**src/rtl/uart_rx_frame_sampler.sv**
```systemverilog
// UART RX front end: oversamples the serial line, majority-votes each bit and sequences
// start/data/parity/stop, deserializing data LSB first into P_DATA.
module uart_rx_frame_sampler #(
  parameter int unsigned Data_size = 8
) (
  input  logic                 clk,
  input  logic                 rst,
  input  logic                 RX_IN,
  input  logic                 PAR_EN,
  input  logic [5:0]           Prescale,
  output logic [Data_size-1:0] P_DATA,
  output logic                 sampled_bit,
  output logic                 par_check_en,
  output logic                 strt_glitch,
  output logic                 stp_err,
  output logic                 frame_done
);

  localparam int unsigned BitW = (Data_size > 1) ? $clog2(Data_size) : 1;
  localparam logic [BitW-1:0] LastBit = BitW'(Data_size - 1);

  typedef enum logic [2:0] {StIdle, StStart, StData, StParity, StStop} state_e;

  state_e          state_q;
  logic [5:0]      edge_cnt_q;
  logic [5:0]      presc_q;
  logic [BitW-1:0] bit_cnt_q;
  logic            par_en_q;
  logic [2:0]      smp_q;

  logic [5:0] half;
  logic [5:0] smp_lo;
  logic [5:0] smp_hi;
  logic [5:0] vote_edge;
  logic [5:0] last_edge;
  logic       end_of_bit;
  logic       vote;

  always_comb begin
    half       = presc_q >> 1;
    smp_lo     = half - 6'd1;
    smp_hi     = half + 6'd1;
    vote_edge  = half + 6'd2;
    last_edge  = presc_q - 6'd1;
    end_of_bit = (edge_cnt_q == last_edge);
    vote       = (smp_q[0] & smp_q[1]) | (smp_q[0] & smp_q[2]) | (smp_q[1] & smp_q[2]);
  end

  always_ff @(posedge clk) begin
    if (rst) begin
      state_q      <= StIdle;
      edge_cnt_q   <= 6'd0;
      bit_cnt_q    <= '0;
      presc_q      <= 6'd8;
      par_en_q     <= 1'b0;
      smp_q        <= 3'b111;
      P_DATA       <= '0;
      sampled_bit  <= 1'b1;
      par_check_en <= 1'b0;
      strt_glitch  <= 1'b0;
      stp_err      <= 1'b0;
      frame_done   <= 1'b0;
    end else begin
      par_check_en <= 1'b0;
      strt_glitch  <= 1'b0;
      stp_err      <= 1'b0;
      frame_done   <= 1'b0;

      // Three samples around mid-bit, voted one edge after the last capture.
      if (state_q != StIdle) begin
        if (edge_cnt_q == smp_lo) smp_q[0] <= RX_IN;
        if (edge_cnt_q == half)   smp_q[1] <= RX_IN;
        if (edge_cnt_q == smp_hi) smp_q[2] <= RX_IN;
        if (edge_cnt_q == vote_edge) sampled_bit <= vote;
        edge_cnt_q <= end_of_bit ? 6'd0 : edge_cnt_q + 6'd1;
      end

      unique case (state_q)
        StIdle: begin
          edge_cnt_q <= 6'd0;
          if (!RX_IN) begin
            // This cycle is edge 0 of the start bit.
            state_q    <= StStart;
            edge_cnt_q <= 6'd1;
            presc_q    <= (Prescale < 6'd6) ? 6'd8 : Prescale;
            par_en_q   <= PAR_EN;
          end
        end
        StStart: begin
          if (end_of_bit) begin
            if (sampled_bit) begin
              strt_glitch <= 1'b1;
              state_q     <= StIdle;
            end else begin
              bit_cnt_q <= '0;
              state_q   <= StData;
            end
          end
        end
        StData: begin
          if (end_of_bit) begin
            P_DATA[bit_cnt_q] <= sampled_bit;
            bit_cnt_q         <= bit_cnt_q + BitW'(1);
            if (bit_cnt_q == LastBit) begin
              state_q <= par_en_q ? StParity : StStop;
            end
          end
        end
        StParity: begin
          if (end_of_bit) begin
            par_check_en <= 1'b1;
            state_q      <= StStop;
          end
        end
        StStop: begin
          if (end_of_bit) begin
            frame_done <= 1'b1;
            stp_err    <= ~sampled_bit;
            state_q    <= StIdle;
          end
        end
        default: state_q <= StIdle;
      endcase
    end
  end

endmodule

```
**config.mk**
```make
export PLATFORM = sky130hd
export DESIGN_NAME = uart_rx_frame_sampler
export DESIGN_NICKNAME = d
export VERILOG_FILES = /design/src/rtl/uart_rx_frame_sampler.sv
export SDC_FILE = /design/constraint.sdc
export NUM_CORES = 1
export LEC_CHECK = 0
export ABC_CLOCK_PERIOD_IN_PS = 4350
export CAP_MARGIN = 30
export CORE_MARGIN = 1
export CORE_UTILIZATION = 40
export CTS_BUF_LIST = sky130_fd_sc_hd__clkbuf_8
export DETAILED_ROUTE_END_ITERATION = 12
export PLACE_DENSITY = 0.58
export SYNTH_ARGS = -nofsm -noshare
export SYNTH_HDL_FRONTEND = slang
export SYNTH_SLANG_ARGS = --single-unit
```
**constraint.sdc**
```tcl
create_clock -name clk -period 4.35 [get_ports clk]
set_input_delay 0.6525 -clock clk [delete_from_list [all_inputs] [get_ports clk]]
set_output_delay 0.6525 -clock clk [all_outputs]
set_load 0.02 [all_outputs]
```
==> metrics.cfg, run 1 <==
[place]
dp_hpwl_um=3384
gp_congestion=0.8233
pre_cts_slack_ns=1.754
port_buffers=22

[synth]
synthFlopType=dfxtp_1
yosys.area_share.simple_pct=28.13
avgSynthCellArea_um2=8.517
synth.area.top_cells=dfxtp_1 (32%), mux2i_1 (6.4%), xnor2_1 (6.4%)
synth-edff-count=0
syn_inst=259
synth_top_area_share_pct=31.76
synthMuxAreaShare_pct=6.353
async_flop_share_pct=0
yosysWarnings=0
synth_compound_area_share_pct=11.57
synth.most_common_cell=dfxtp_1
ys_seq_area_share_pct=31.76
yosys.area_share.xor_xnor_pct=9.870
synth_area_leader_cell=dfxtp_1
synth_fa_ha_area_share_pct=6.126
synth_fp_nets=279
synth-seq-cells=35
synth_area_um2=2206
synth.distinct_cells=53
synthTopCellsByCount=dfxtp_1 (35), nor2_1 (22), nand2_1 (17), nand2b_1 (17), xnor2_1 (16)
synth_top_family_by_area=simple AND/OR/NAND/NOR gates

[grt]
grt_pass1_vias=1706
grt_max_degree=33
busiest_layer=met2
grt_pass1_wl_um=8135
track_usage_pct=17.51
grt_remaining_overflow=0
antenna_found_initial=0
grt.met3_usage_pct=4.431
globalRouteMet1Util_pct=23.99
grt_util_met2_pct=26.85

[drt]
drt_pass1_iterations=4
first_iter_violations=131
wl_per_cell_um=14.17
antenna_left=0
viasPerCell=5.442
drc=0
vias=1834
finalWirelength_um=4775

[sta]
clock_skew_ns=0.003399
setup_viol=0
fmax_ghz=0.3814
tightest_slew_ns=0.8328
timing.setup.tns_ns=0
hold_viol_final=0
slew_headroom_pct=43.97
fin_crit_sh_pct=60.27
rsz0062_at_grt=false
maxSlewViolCount=0
worst_slack_ns=1.728
finalCriticalPeriod_ns=2.622

[layout]
multi_input_area_um2=1369
utilization_pct=48.51
final.fill_count=527
nets=287
syn2layout_area_growth_pct=14.46
diodes=0
drive_gt1_share_pct=6.367
seqCellArea_um2=700.7

[cts]
cts_tree=done
cts_root_buf=clkbuf_8
cts_resized=0
clk_pin_slew_worst_paths_ns=0.07
clock-sinks=35
hold_buffers=0
clockBufferDepth=2
cts_htree_levels=2
numCtsBuffers=5
clk_latency_ns=0.29
cts_setup_buffers=0

[critical_path]
critPathLaunch=presc_q[2]
rr_endpoint=state_q[2]
crit_path_end_kind=flop
crit_type=flop to flop
worst-endpoint-arrival_ns=2.84
r2r-start=presc_q[2]
crit_end=state_q[2]
r2r_slack_ns=1.73
cp-start-kind=flop
worstPathRequired_ns=4.57
rr_worst_depth=7
critPathMaxFanout=14

[power]
p_per_area_nw_per_um2=287.5
irDropWorstVdd_v=0.0001607
leakage_nw=0.9130
total_power_w=0.0007260

[die]
die_area_um2=5816
die_y_um=76.26
core_um2=5205
io_pins=23
rows=26
start_util_pct=42.38
dieWidth_um=76.26

[run]
drv_cap=0

[hold_path]
hold_path.class=flop to flop

[outcome]
status=complete, no violations

==> logic make-up (layout without fill, tap and decap cells) <==
family,after synthesis,count (layout)
and+or+nand+nor,111,111
DFF,35,35
AOI/OAI and AO/OA,33,33
buffers and inverters,31,39
xor gates and xnor gates,24,24
muxes,14,14
adders and majority gates,11,11
==> report_power, final <==
part           switching, W  internal (W)
registers         0.0000140      0.000327
clock network      0.000115      0.000165
logic             0.0000591     0.0000458
==> how the worst min path moves through the flow <==
stage	from	to	slack, ns	cells after the start
after floorplan	smp_q[1]	smp_q[1]	0.45	2
after global placement	P_DATA[3]	P_DATA[3]	0.46	2
after detailed placement	P_DATA[7]	P_DATA[7]	0.47	2
after CTS	P_DATA[7]	P_DATA[7]	0.48	2
after global routing	P_DATA[4]	P_DATA[4]	0.51	2
final	P_DATA[7]	P_DATA[7]	0.48	2
==> final cells by class <==
cell class	count	area share, %
multi-input cells	193	54.21
clock buffers	5	2.725
well taps	70	3.469
clock inverters	2	1.338
inverters	8	1.189
flip-flops and latches	35	27.75
repair buffers	24	9.316
==> placed cells by master (no fill, tap or decap), drive strengths merged, types with 4 or more instances in the layout <==
| master | count |
|---|---|
| o32ai | 4 |
| nand4 | 13 |
| mux2i | 14 |
| nor2 | 22 |
| clkbuf | 5 |
| xor2 | 8 |
| nor3 | 11 |
| ha | 10 |
| nand3 | 8 |
| nand2 | 17 |
| a21oi | 7 |
| clkdlybuf4s50 | 22 |
| nand2b | 17 |
| inv | 9 |
| dfxtp | 35 |
| xnor2 | 16 |
==> stage by stage <==
| step | hold slack [ns] | cells | instance area (µm²) |
|---|---|---|---|
| 6_report | 0.4802 | 337 | 2525 |
| 2_1_floorplan | 0.4513 | 259 | 2206 |
| 3_5_place_dp | 0.4718 | 330 | 2422 |
| 5_1_grt | 0.5119 | 337 | 2525 |
| 3_3_place_gp | 0.4645 | 330 | 2422 |
| 4_1_cts | 0.4844 | 337 | 2525 |
==> critical path: stages (launching register included) <==
cell and delay (ns):
dfxtp_1 0.52, inv_1 0.17, ha_1 0.28, a21boi_1 0.17, xnor2_1 0.15, nor3_2 0.62, and3_1 0.44, mux2i_1 0.21
==> sequential cells by signal, summed over array words and instances (netlist names), 3 cells and up <==
signal / flops
edge_cnt_q: 6
bit_cnt_q: 3
P_DATA: 8
state_q: 3
smp_q: 3
presc_q: 6
==> routing by layer <==
| metal | up-vias | share of wire (%) |
|---|---|---|
| met5 | - | 0 |
| met3 | 7 | 3.3 |
| met1 | 861 | 50 |
| met4 | 0 | 1.3 |
| met2 | 35 | 45 |
| li1 | 931 | - |
(Power assumes the default switching activity.)
==> run 2, diff against run 1 <==
ABC_CLOCK_PERIOD_IN_PS = 2100   (was 4350)
PLACE_DENSITY = 0.6   (was 0.58)
clock period = 2.1 ns   (was 4.35 ns; I/O delays follow)
==> run 2 against run 1 <==
  * First-iteration DRC count down 24%
  * Critical path depth down 1
  * Via count up 1.1%
  * Critical path type unchanged
  * Critical endpoint is now sampled_bit
  * Highest routed layer unchanged
==> metrics.cfg, run 2 (synthesis results as in run 1) <==
[layout]
largest_reg_flops=8  ; unchanged
layout_common_cells=dfxtp_1 (35), nor2_1 (22), clkdlybuf4s50_1 (22), nand2b_1 (17), nand2_1 (17)
final_common_cell=dfxtp_1
top_register=P_DATA
drive_gt1_share_pct=13.73  ; +7.4 points
nets=303  ; +5.6%
largest_registers=P_DATA x8, edge_cnt_q x6, presc_q x6
diodes=0  ; unchanged
final_cell_area_um2=2710  ; +7.3%
syn2layout_area_growth_pct=22.86

[cts]
clk_latency_ns=0.29  ; about the same
cts_htree_levels=2  ; unchanged
clock-sinks=35  ; unchanged
cts_resized=0  ; unchanged
clockBufferDepth=2  ; unchanged
hold_buffers=0  ; unchanged
clk_pin_slew_worst_paths_ns=0.07  ; about the same
cts_root_buf=clkbuf_8
cts_tree=done
numCtsBuffers=5  ; unchanged
cts_setup_buffers=0  ; unchanged

[drt]
first_iter_violations=99  ; -24%
drc=0  ; unchanged
antenna_left=0  ; unchanged
wl_per_cell_um=13.37  ; -5.6%
vias=1854  ; +1.1%
viasPerCell=5.237  ; -3.8%
finalWirelength_um=4734  ; -0.86%
drt_pass1_iterations=4  ; unchanged

[sta]
slew_headroom_pct=63.98  ; +20 points
hold_viol_final=0  ; unchanged
fin_crit_sh_pct=94.67  ; +34 points
setup_viol=0  ; unchanged
tightest_slew_ns=0.5361  ; -0.2966 ns
rsz0062_at_grt=false
fmax_ghz=0.5030  ; +32%
finalCriticalPeriod_ns=1.988  ; -0.6338 ns
maxSlewViolCount=0  ; unchanged
timing.setup.tns_ns=0  ; unchanged
clock_skew_ns=0.005572  ; +0.002173 ns

[grt]
grt_pass1_wl_um=8217  ; +1.0%
grt_max_degree=33  ; unchanged
grt_pass1_vias=1742  ; +2.1%
antenna_found_initial=0  ; unchanged
grt_remaining_overflow=0  ; unchanged
track_usage_pct=17.42  ; -0.088 points

[critical_path]
worstPathRequired_ns=2.33  ; -2.24 ns
crit_type=flop to flop
critPathMaxFanout=5  ; -9
crit_path_end_kind=flop
cp_top_family=compound AO/OA/AOI/OAI gates
worst-endpoint-arrival_ns=2.22  ; -0.62 ns
cpMaxStageDelayCell=dfxtp_1
worstPathCellList=ha_2 -> nor2b_4 -> or3_1 -> a21o_1 -> a2111oi_4 -> mux2i_1
critical-path-max-stage-delay_ns=0.45  ; -0.17 ns
path_buf_inv=0  ; -1
cp-start-kind=flop

[die]
dieWidth_um=76.26  ; unchanged
die_y_um=76.26  ; unchanged
start_util_pct=42.38  ; unchanged
die_area_um2=5816  ; unchanged
rows=26  ; unchanged
io_pins=23  ; unchanged
core_um2=5205  ; unchanged

[power]
power_frac_clock_pct=39.7  ; +1.1 points
swShare_pct=26.33  ; +0.46 points
p_per_area_nw_per_um2=599.8  ; +110%
pwr-share-comb_pct=17.5  ; +3.0 points
internal-power_w=0.001197  ; +120%
seq_power_share_pct=42.8  ; -4.2 points
leakage_nw=1.014  ; +11%
p_switching_w=0.0004280  ; +130%
irDropWorstVdd_v=0.0002951  ; +84%

[place]
port_buffers=22  ; unchanged
gp_congestion=0.9084  ; +10%
dp_hpwl_um=3503  ; +3.5%
dpl-instance-area_um2=2567  ; +6.0%

[outcome]
status=complete, no violations

[hold_path]
hold_path.class=flop to flop

[run]
drv_cap=0  ; unchanged

[run 2: changes by cell type in the layout (fill, tap and decap cells not counted), sizes merged]
| cell | change |
|---|---|
| inv | -1 |
| clkbuf | +1 |
| clkinv | +1 |
| buf | +16 |
[run 2: power groups by stage]
| stage | logic, W | clock network (W) | registers, W |
|---|---|---|---|
| floorplan | 0.000181 | 0 | 0.000703 |
| global placement | 0.000269 | 0 | 0.000712 |
| detailed placement | 0.000273 | 0 | 0.000711 |
| CTS | 0.000274 | 0.000656 | 0.000696 |
| global route | 0.000313 | 0.000681 | 0.000698 |
| finish | 0.000284 | 0.000645 | 0.000696 |
[run 2: per-stage QoR]
stage	instances	setup WS, ns	total power (W)	hold slack (ns)	utilization (%)
after CTS	354	0.06276	0.001625	0.4834	51.59
after floorplan	259	0.1139	0.0008839	0.4432	-
after global routing	354	0.01267	0.001692	0.4965	52.07
final	354	0.1119	0.001625	0.4782	52.07
after global placement	346	0.07557	0.0009809	0.4655	49.33
after detailed placement	346	0.08141	0.0009842	0.4671	49.33
[run 2: area by class of cell]
type | count | area [µm²]
fill | 533 | 2495
multi-input combinational | 193 | 1394
sequential | 35 | 700.7
timing repair buffer | 40 | 380.4
tap | 70 | 87.58
clock buffer | 6 | 82.58
clock inverter | 2 | 35.03
inverter | 8 | 30.03
[run 2: worst paths after layout]
kind,slack (ns),cells past startpoint,start,end
setup / recovery,0.11,6,presc_q[3],sampled_bit
hold reg to reg,0.48,2,P_DATA[7],P_DATA[7]
hold / removal,0.48,2,P_DATA[7],P_DATA[7]
setup reg to reg,0.11,6,presc_q[3],sampled_bit
[run 2: layer usage]
layer | part of all wire, % | GRT usage [%] | vias up
met4 | 1.1 | 5.385 | 0
met1 | 51 | 23.15 | 851
met5 | 0 | 0 | -
met3 | 4.4 | 4.072 | 5
li1 | - | - | 962
met2 | 44 | 27.84 | 36
[run 2: worst register-to-register path, delay by kind of cell (launching register included)]
kind	cells	cell delay, ns
AND/OR/NAND/NOR	2	0.38
adder cells (fa/ha/maj)	1	0.28
multiplexers	1	0.20
AO/OA/AOI/OAI	2	0.61
flip-flops	1	0.45
==> run 3, diff against run 2 <==
CAP_MARGIN = 10   (was 30)
==> results of run 3 <==
The final DEF is identical to that of run 2; final timing and power are the same.
